--- config.mk ---
export PLATFORM = sky130hd
export DESIGN_NAME = divisor_seq_param
export DESIGN_NICKNAME = d
export VERILOG_FILES = /design/src/rtl/divisor_seq_param.sv
export SDC_FILE = /design/constraint.sdc
export NUM_CORES = 1
export LEC_CHECK = 0
export BUFFER_PORTS_ARGS = -buffer_cell sky130_fd_sc_hd__buf_2
export CAP_MARGIN = 40
export CORE_MARGIN = 8
export CORE_UTILIZATION = 54
export DETAILED_ROUTE_END_ITERATION = 7
export PLACE_DENSITY = 0.82
export SLEW_MARGIN = 20
export SYNTH_ARGS = -nofsm -noshare
export SYNTH_HDL_FRONTEND = slang
export SYNTH_SLANG_ARGS = --single-unit
export TNS_END_PERCENT = 1
--- constraint.sdc ---
create_clock -name clk -period 3.15 [get_ports clk]
set_input_delay 0.7875 -clock clk [delete_from_list [all_inputs] [get_ports clk]]
set_output_delay 0.7875 -clock clk [all_outputs]
set_load 0.03 [all_outputs]
--- src/rtl/divisor_seq_param.sv ---
// ----------------------------------------------------------------------------
// divisor_seq_param
//
// Multi-cycle unsigned restoring divider, one quotient bit per clock, MSB
// first. A division takes WA+1 cycles from the accepted start to the done
// pulse. A zero divisor bypasses the iteration: done follows one cycle later
// with q = 0, r = 0 and div_zero = 1.
//
// Optional build macro: DIV_SIGNED_EN
//   Adds the signed_mode input, which is sampled together with start. With
//   signed_mode = 1 the operands are taken as two's complement and reduced to
//   magnitudes on capture. The quotient is negated when the operand signs
//   differ, so it truncates toward zero. The remainder takes the sign of the
//   dividend. -2^(WA-1) / -1 wraps to -2^(WA-1) and raises no flag.
//
// Parameters
//   WA : dividend and quotient width (>= 2)
//   WB : divisor and remainder width (>= 2, <= WA)
//
// Ports
//   clk         in   system clock, rising edge
//   rst         in   synchronous active-high reset
//   start       in   begin a division; accepted only in IDLE or DONE
//   a   [WA]    in   dividend, captured on the accepted start
//   b   [WB]    in   divisor, captured on the accepted start
//   signed_mode in   (DIV_SIGNED_EN only) treat a and b as two's complement
//   busy        out  high while iterating
//   done        out  one-cycle pulse; q, r and div_zero are valid from here on
//   q   [WA]    out  quotient, held until the next result
//   r   [WB]    out  remainder, held until the next result
//   div_zero    out  the last accepted operation had b == 0
// ----------------------------------------------------------------------------
module divisor_seq_param #(
  parameter int WA = 5,
  parameter int WB = 4
) (
  input  logic          clk,
  input  logic          rst,
  input  logic          start,
  input  logic [WA-1:0] a,
  input  logic [WB-1:0] b,
`ifdef DIV_SIGNED_EN
  input  logic          signed_mode,
`endif
  output logic          busy,
  output logic          done,
  output logic [WA-1:0] q,
  output logic [WB-1:0] r,
  output logic          div_zero
);

  localparam int CW = (WA > 1) ? $clog2(WA) : 1;

  typedef enum logic [1:0] {
    S_IDLE = 2'd0,
    S_RUN  = 2'd1,
    S_DONE = 2'd2
  } state_t;

  state_t        state_q, state_d;
  logic [CW-1:0] cnt_q,   cnt_d;
  // The dividend register shifts left once per iteration. Dividend bits leave
  // at the top, and quotient bits enter at the bottom.
  logic [WA-1:0] dvd_q,   dvd_d;
  logic [WB-1:0] dvs_q,   dvs_d;
  logic [WB:0]   part_q,  part_d;
  logic          qneg_q,  qneg_d;
  logic          rneg_q,  rneg_d;
  logic [WA-1:0] q_q,     q_d;
  logic [WB-1:0] r_q,     r_d;
  logic          dz_q,    dz_d;

  // Operand conditioning at capture time.
  logic          a_neg, b_neg;
  logic [WA-1:0] a_mag;
  logic [WB-1:0] b_mag;

`ifdef DIV_SIGNED_EN
  assign a_neg = signed_mode & a[WA-1];
  assign b_neg = signed_mode & b[WB-1];
`else
  assign a_neg = 1'b0;
  assign b_neg = 1'b0;
`endif
  // The magnitude of the most negative value is the same bit pattern read as
  // unsigned, so the core does not need an extra bit.
  assign a_mag = a_neg ? -a : a;
  assign b_mag = b_neg ? -b : b;

  // One restoring step.
  logic [WB:0]   shifted, rem_next;
  logic          qbit;
  logic [WA-1:0] uq;
  logic [WB-1:0] ur;

  assign shifted  = {part_q[WB-1:0], dvd_q[WA-1]};
  assign qbit     = (shifted >= {1'b0, dvs_q});
  assign rem_next = qbit ? (shifted - {1'b0, dvs_q}) : shifted;
  assign uq       = {dvd_q[WA-2:0], qbit};
  // rem_next is always below the divisor, so its top bit is zero.
  assign ur       = rem_next[WB-1:0];

  always_comb begin
    // NOTE: every next-state signal gets a default before the case statement,
    // so no path leaves a variable unassigned and no latch is inferred.
    state_d = state_q;
    cnt_d   = cnt_q;
    dvd_d   = dvd_q;
    dvs_d   = dvs_q;
    part_d  = part_q;
    qneg_d  = qneg_q;
    rneg_d  = rneg_q;
    q_d     = q_q;
    r_d     = r_q;
    dz_d    = dz_q;

    case (state_q)
      S_IDLE, S_DONE: begin
        state_d = S_IDLE;
        if (start) begin
          if (b == '0) begin
            state_d = S_DONE;
            q_d     = '0;
            r_d     = '0;
            dz_d    = 1'b1;
          end else begin
            state_d = S_RUN;
            cnt_d   = CW'(WA - 1);
            dvd_d   = a_mag;
            dvs_d   = b_mag;
            part_d  = '0;
            qneg_d  = a_neg ^ b_neg;
            rneg_d  = a_neg;
            dz_d    = 1'b0;
          end
        end
      end

      S_RUN: begin
        dvd_d  = uq;
        part_d = {1'b0, ur};
        if (cnt_q == '0) begin
          // The last iteration publishes the result directly. The visible
          // outputs never show a partial value.
          state_d = S_DONE;
          q_d     = qneg_q ? -uq : uq;
          r_d     = rneg_q ? -ur : ur;
        end else begin
          cnt_d = cnt_q - CW'(1);
        end
      end

      default: state_d = S_IDLE;
    endcase
  end

  always_ff @(posedge clk) begin
    // NOTE: sequential state uses non-blocking assignments only. Every
    // register then samples pre-edge values, whatever the statement order.
    if (rst) begin
      state_q <= S_IDLE;
      cnt_q   <= '0;
      dvd_q   <= '0;
      dvs_q   <= '0;
      part_q  <= '0;
      qneg_q  <= 1'b0;
      rneg_q  <= 1'b0;
      q_q     <= '0;
      r_q     <= '0;
      dz_q    <= 1'b0;
    end else begin
      state_q <= state_d;
      cnt_q   <= cnt_d;
      dvd_q   <= dvd_d;
      dvs_q   <= dvs_d;
      part_q  <= part_d;
      qneg_q  <= qneg_d;
      rneg_q  <= rneg_d;
      q_q     <= q_d;
      r_q     <= r_d;
      dz_q    <= dz_d;
    end
  end

  assign busy     = (state_q == S_RUN);
  assign done     = (state_q == S_DONE);
  assign q        = q_q;
  assign r        = r_q;
  assign div_zero = dz_q;

endmodule

==> flow_summary.yaml, run 1 <==
floorplan:
  core_area_um2: 2410
  die_w_um: 65.9
  start_util: 0.557
  dieArea_um2: 4340
  rows: 18
  die_h_um: 65.9
  io_pins: 24
global_routing:
  grt_pass1_vias: 1147
  grt_max_degree: 29
  grt_remaining_overflow: 0
  antenna_found_initial: 0
  grt_usage: 0.144
  grt_pass1_wl_um: 5000
setup_path:
  end_kind: "output port"
  worstPathArrival_ns: 1.65
  ff2ff_path_depth: 4
  r2r-start: "state_q[1]$_SDFFE_PP0N_"
  reg2reg_setup_slack_ns: 1.23
  critPathRequiredTime_ns: 2.36
  worstPathMaxFanout: 17
  startpoint: "state_q[1]$_SDFFE_PP0N_"
  crit_path_end: "busy"
  crit_path_start_kind: "flop"
  r2r-end: "r[3]$_SDFFE_PP0P_"
  path_class: "reg -> out"
route:
  wire_per_inst_um: 13.9
  drt-initial-drc-count: 38
  vias: 1131
  post-route-drc-count: 0
  drtPass1Iterations: 4
  routed_wl_um: 2850
  ant_nets: 0
  vias_per_cell: 5.52
sta:
  relSlewSlack: 0.605
  finalHoldWorstSlack_ns: 0.470
  tns_ns: 0
  grt_setup_unrepaired: "no"
  finClkSkew_ns: 0.00494
  slew_viol_final: 0
  finalSetupViolations: 0
  fin_crit_sh: 0.774
  period_needed_ns: 2.44
  max_freq_mhz: 410
  fin_ws_ns: 0.711
  hold_viol_final: 0
  worst_pin_slew_ns: 0.592
finish:
  seqCellArea_um2: 561
  fillers: 207
  area_growth_syn_to_layout_pct: 12.1
  mostFrequentLayoutCell: "dfxtp_1"
  n_antenna_cell: 0
  nets: 195
  most-common-layout-cells: "28 x dfxtp_1, 23 x nand2_1, 23 x buf_2"
  final_util: 0.625
  drive_gt1_frac: 0.211
  multi_input_area_um2: 702
place:
  dp_hpwl_um: 2190
  io_buffers: 23
  routabilityCongestion: 0.862
  pre_cts_slack_ns: 0.930
yosys:
  yosysWarnings: 0
  synth_seq_cells: 28
  syn-cell-area_um2: 1340
  synth.avg_cell_area_um2: 8.66
  ys_seq_area_frac: 0.418
  synth_edf_count: 0
  ys_types: 36
  syn_inst: 155
  synth_async_sr_flop_share: 0
  syn_nets: 174
  synth_top_flop_cell: "dfxtp_1"
clocking:
  cts_hold_buf: 0
  post_cts_resized: 0
  clk_latency_ns: 0.33
  cts-root-buf: "clkbuf_4"
  cts_setup_buffers: 0
  htree_levels: 1
  cts.sinks: 28
  cts_tree: "done"
  cts_buffer_depth: 2
  path_clk_slew_ns: 0.15
  cts_buffers: 3
power_and_ir_drop:
  power_density_nw_per_um2: 530
  p_total_mw: 0.798
  p_leak_nw: 0.656
  ir_drop_uv: 335
run:
  cap_violations: 0
worst_hold_path:
  hold_class: "reg -> reg"
outcome:
  status: "finished clean"
==> per-layer routing <==
| metal | track usage | up-vias | wire, um |
|---|---|---|---|
| met5 | 0 | - | 0 |
| met4 | 0.0572 | 0 | 40 |
| met3 | 0.0339 | 4 | 143 |
| met2 | 0.248 | 29 | 1370 |
| met1 | 0.165 | 524 | 1290 |
| li1 | - | 574 | - |
==> critical path: stages (launching register included) <==
cell and delay, ns:
dfxtp_1 0.35, nand2b_1 0.48, inv_1 0.25, buf_2 0.24
==> kinds of logic (layout without fill, tap and decap cells) <==
logic type | after synthesis | after routing | synth area share
AO/OA/AOI/OAI | 33 | 33 | 0.175
flip-flops | 28 | 28 | 0.418
multiplexers | 3 | 3 | 0.0224
buffers and inverters | 17 | 37 | 0.0596
AND/OR/NAND/NOR | 65 | 65 | 0.241
adder cells (fa/ha/maj) | 7 | 7 | 0.0708
XOR/XNOR | 2 | 2 | 0.0130
==> how the worst min path moves through the flow <==
stage,startpoint,end,slack [ns],depth (start not counted)
after floorplan,part_q[3]$_SDFFE_PP0P_,part_q[3]$_SDFFE_PP0P_,0.43,2
after global placement,r[2]$_SDFFE_PP0P_,r[2]$_SDFFE_PP0P_,0.44,2
after detailed placement,r[2]$_SDFFE_PP0P_,r[2]$_SDFFE_PP0P_,0.45,2
after CTS,dvs_q[3]$_SDFFE_PP0N_,dvs_q[3]$_SDFFE_PP0N_,0.47,2
after global routing,part_q[3]$_SDFFE_PP0P_,part_q[3]$_SDFFE_PP0P_,0.49,2
final,dvs_q[3]$_SDFFE_PP0N_,dvs_q[3]$_SDFFE_PP0N_,0.47,2
==> stage by stage <==
stage,instances,instance area [um^2]
after floorplan,155,1340
after global placement,201,1450
after detailed placement,201,1450
after CTS,205,1510
after global routing,205,1510
final,205,1510
==> power by group <==
group          internal, mW  switching (mW)  leakage, nW  total [mW]
clock network         0.129           0.106       0.0279       0.235
registers             0.376          0.0151        0.228       0.392
logic                0.0677           0.104        0.399       0.172
total                 0.573           0.225        0.656       0.798
==> state kept, by name (all words and copies together), names as in the netlist <==
name,cells
cnt_q,3
div_zero,1
dvd_q,5
dvs_q,4
part_q,4
q,5
r,4
state_q,2
==> layout make-up <==
class | instances | share of cell area
clock buffers | 3 | 0.0150
repair buffers | 23 | 0.0765
well taps | 30 | 0.0249
clock inverters | 1 | 0.0200
inverters | 10 | 0.0249
flip-flops and latches | 28 | 0.372
multi-input cells | 110 | 0.466
==> synthesized netlist by cell type, drive strengths merged (2+ instances only) <==
library cell / n / area, um^2
a21oi: 10 / 50.1
a22o: 4 / 35.0
a22oi: 4 / 30.0
a311oi: 4 / 35.0
a31oi: 2 / 12.5
buf: 2 / 22.5
clkbuf: 5 / 20.0
dfxtp: 28 / 561
ha: 6 / 75.1
inv: 10 / 37.5
mux2i: 3 / 30.0
nand2: 23 / 86.3
nand2b: 4 / 32.5
nand3: 3 / 15.0
nor2: 22 / 82.6
nor2b: 2 / 20.0
nor3: 3 / 26.3
o21ai: 4 / 20.0
o31ai: 2 / 15.0
or2: 2 / 12.5
(Power assumes the default switching activity.)
==> run 2: changes to the inputs <==
Settings changed: CORE_UTILIZATION 54 to 49, PLACE_DENSITY 0.82 to 0.78.
Clock period 3.15 ns to 2.23 ns, I/O delays scaled along.
==> run 2 against run 1 <==
Compared with the run above: sequential share of layout area shrank 0.22 points; die area grew 7.7%; via count decreased by 1.3%; worst setup slack got worse by 0.49 ns; clock skew decreased by 0.0029 ns; critical path type unchanged.
==> flow_summary.yaml, run 2 (same netlist as run 1, synthesis figures left out) <==
outcome:
  status: "finished clean"
sta:
  finClkSkew_ns: 0.00207
  hold_viol_final: 0
  tns_ns: 0
  grt_setup_unrepaired: "no"
  worst_pin_slew_ns: 0.505
  slew_viol_final: 0
  fin_crit_sh: 0.899
  finalSetupViolations: 0
  max_freq_mhz: 499
  period_needed_ns: 2.00
  finalHoldWorstSlack_ns: 0.447
  relSlewSlack: 0.663
route:
  vias: 1116
  routed_wl_um: 2940
  drt-initial-drc-count: 37
  drtPass1Iterations: 4
  post-route-drc-count: 0
  ant_nets: 0
  wire_per_inst_um: 14.2
  vias_per_cell: 5.39
clocking:
  path_clk_slew_ns: 0.15
  cts_buffers: 3
  cts_tree: "done"
  htree_levels: 1
  cts_hold_buf: 0
  clk_latency_ns: 0.33
  cts-root-buf: "clkbuf_4"
  post_cts_resized: 0
  cts_setup_buffers: 0
  cts.sinks: 28
  cts_buffer_depth: 2
power_and_ir_drop:
  p_leak_nw: 0.660
  ir_drop_uv: 442
  power_density_nw_per_um2: 753
setup_path:
  cp_slowest_cell: "dfxtp_1"
  path_class: "reg -> out"
  crit_path_start_kind: "flop"
  cpPeakStageDelay_ns: 0.34
  worstPathMaxFanout: 8
  crit_chain: "nand2b_1 -> inv_1 -> buf_2"
  worstPathArrival_ns: 1.45
  critPathRequiredTime_ns: 1.67
  end_kind: "output port"
global_routing:
  grt_usage: 0.134
  grt_pass1_vias: 1091
  antenna_found_initial: 0
  grt_max_degree: 29
  grt_pass1_wl_um: 4870
  grt_remaining_overflow: 0
finish:
  area_growth_syn_to_layout_pct: 12.8
  n_antenna_cell: 0
  drive_gt1_frac: 0.216
  most-common-layout-cells: "28 x dfxtp_1, 23 x nand2_1, 23 x buf_2"
  mostFrequentLayoutCell: "dfxtp_1"
  nets: 196
floorplan:
  rows: 19
  die_h_um: 68.3
  die_w_um: 68.3
  start_util: 0.500
  io_pins: 24
  core_area_um2: 2690
  dieArea_um2: 4670
place:
  dp_hpwl_um: 2210
  routabilityCongestion: 0.834
  io_buffers: 23
run:
  cap_violations: 0
worst_hold_path:
  hold_class: "in -> reg"
[run 2: changes by cell type in the layout (fill, tap and decap cells not counted)]
cell	delta
buf_4	+1
[run 2: worst paths after layout]
check                     startpoint               endpoint  slack [ns]  cells after the start
min reg2reg        r[2]$_SDFFE_PP0P_      r[2]$_SDFFE_PP0P_        0.47                      2
max          state_q[1]$_SDFFE_PP0N_                   busy        0.23                      3
max reg2reg    dvs_q[2]$_SDFFE_PP0N_      r[3]$_SDFFE_PP0P_        0.32                      7
min                             b[2]  dvs_q[2]$_SDFFE_PP0N_        0.45                      3
[run 2: area by class of cell]
type / instances / area (um^2)
clock buffers: 3 / 22.5
inverters: 10 / 37.5
clock inverters: 1 / 30.0
multi-input cells: 110 / 702
repair buffers: 24 / 123
well taps: 31 / 38.8
flip-flops and latches: 28 / 561
fillers: 241 / 1170
[run 2: critical path, delay by kind of cell, from the launching register on]
kind	cells	cell delay, ns
AND/OR/NAND/NOR	1	0.27
buffers and inverters	2	0.50
flip-flops	1	0.34
[run 2: where the power goes]
part	total [mW]	switching (mW)	leakage [nW]	internal, mW
Sequential	0.553	0.0210	0.228	0.532
Combinational	0.248	0.151	0.404	0.0977
Clock	0.338	0.156	0.0279	0.182
Total	1.14	0.328	0.660	0.812
[run 2: per-layer routing]
metal,part of all wire,track usage
met4,0.016,0.0512
met5,0,0
met1,0.44,0.154
met3,0.063,0.0393
met2,0.48,0.230
[run 2: metrics by stage]
| step | std cells | util | power (mW) | cell area, um^2 | setup WS, ns |
|---|---|---|---|---|---|
| 2_1_floorplan | 155 | - | 0.754 | 1340 | 0.460 |
| 3_3_place_gp | 203 | 0.544 | 0.799 | 1460 | 0.281 |
| 3_5_place_dp | 203 | 0.544 | 0.809 | 1460 | 0.184 |
| 4_1_cts | 207 | 0.564 | 1.14 | 1510 | 0.245 |
| 5_1_grt | 207 | 0.564 | 1.19 | 1510 | 0.161 |
| 6_report | 207 | 0.564 | 1.14 | 1510 | 0.225 |
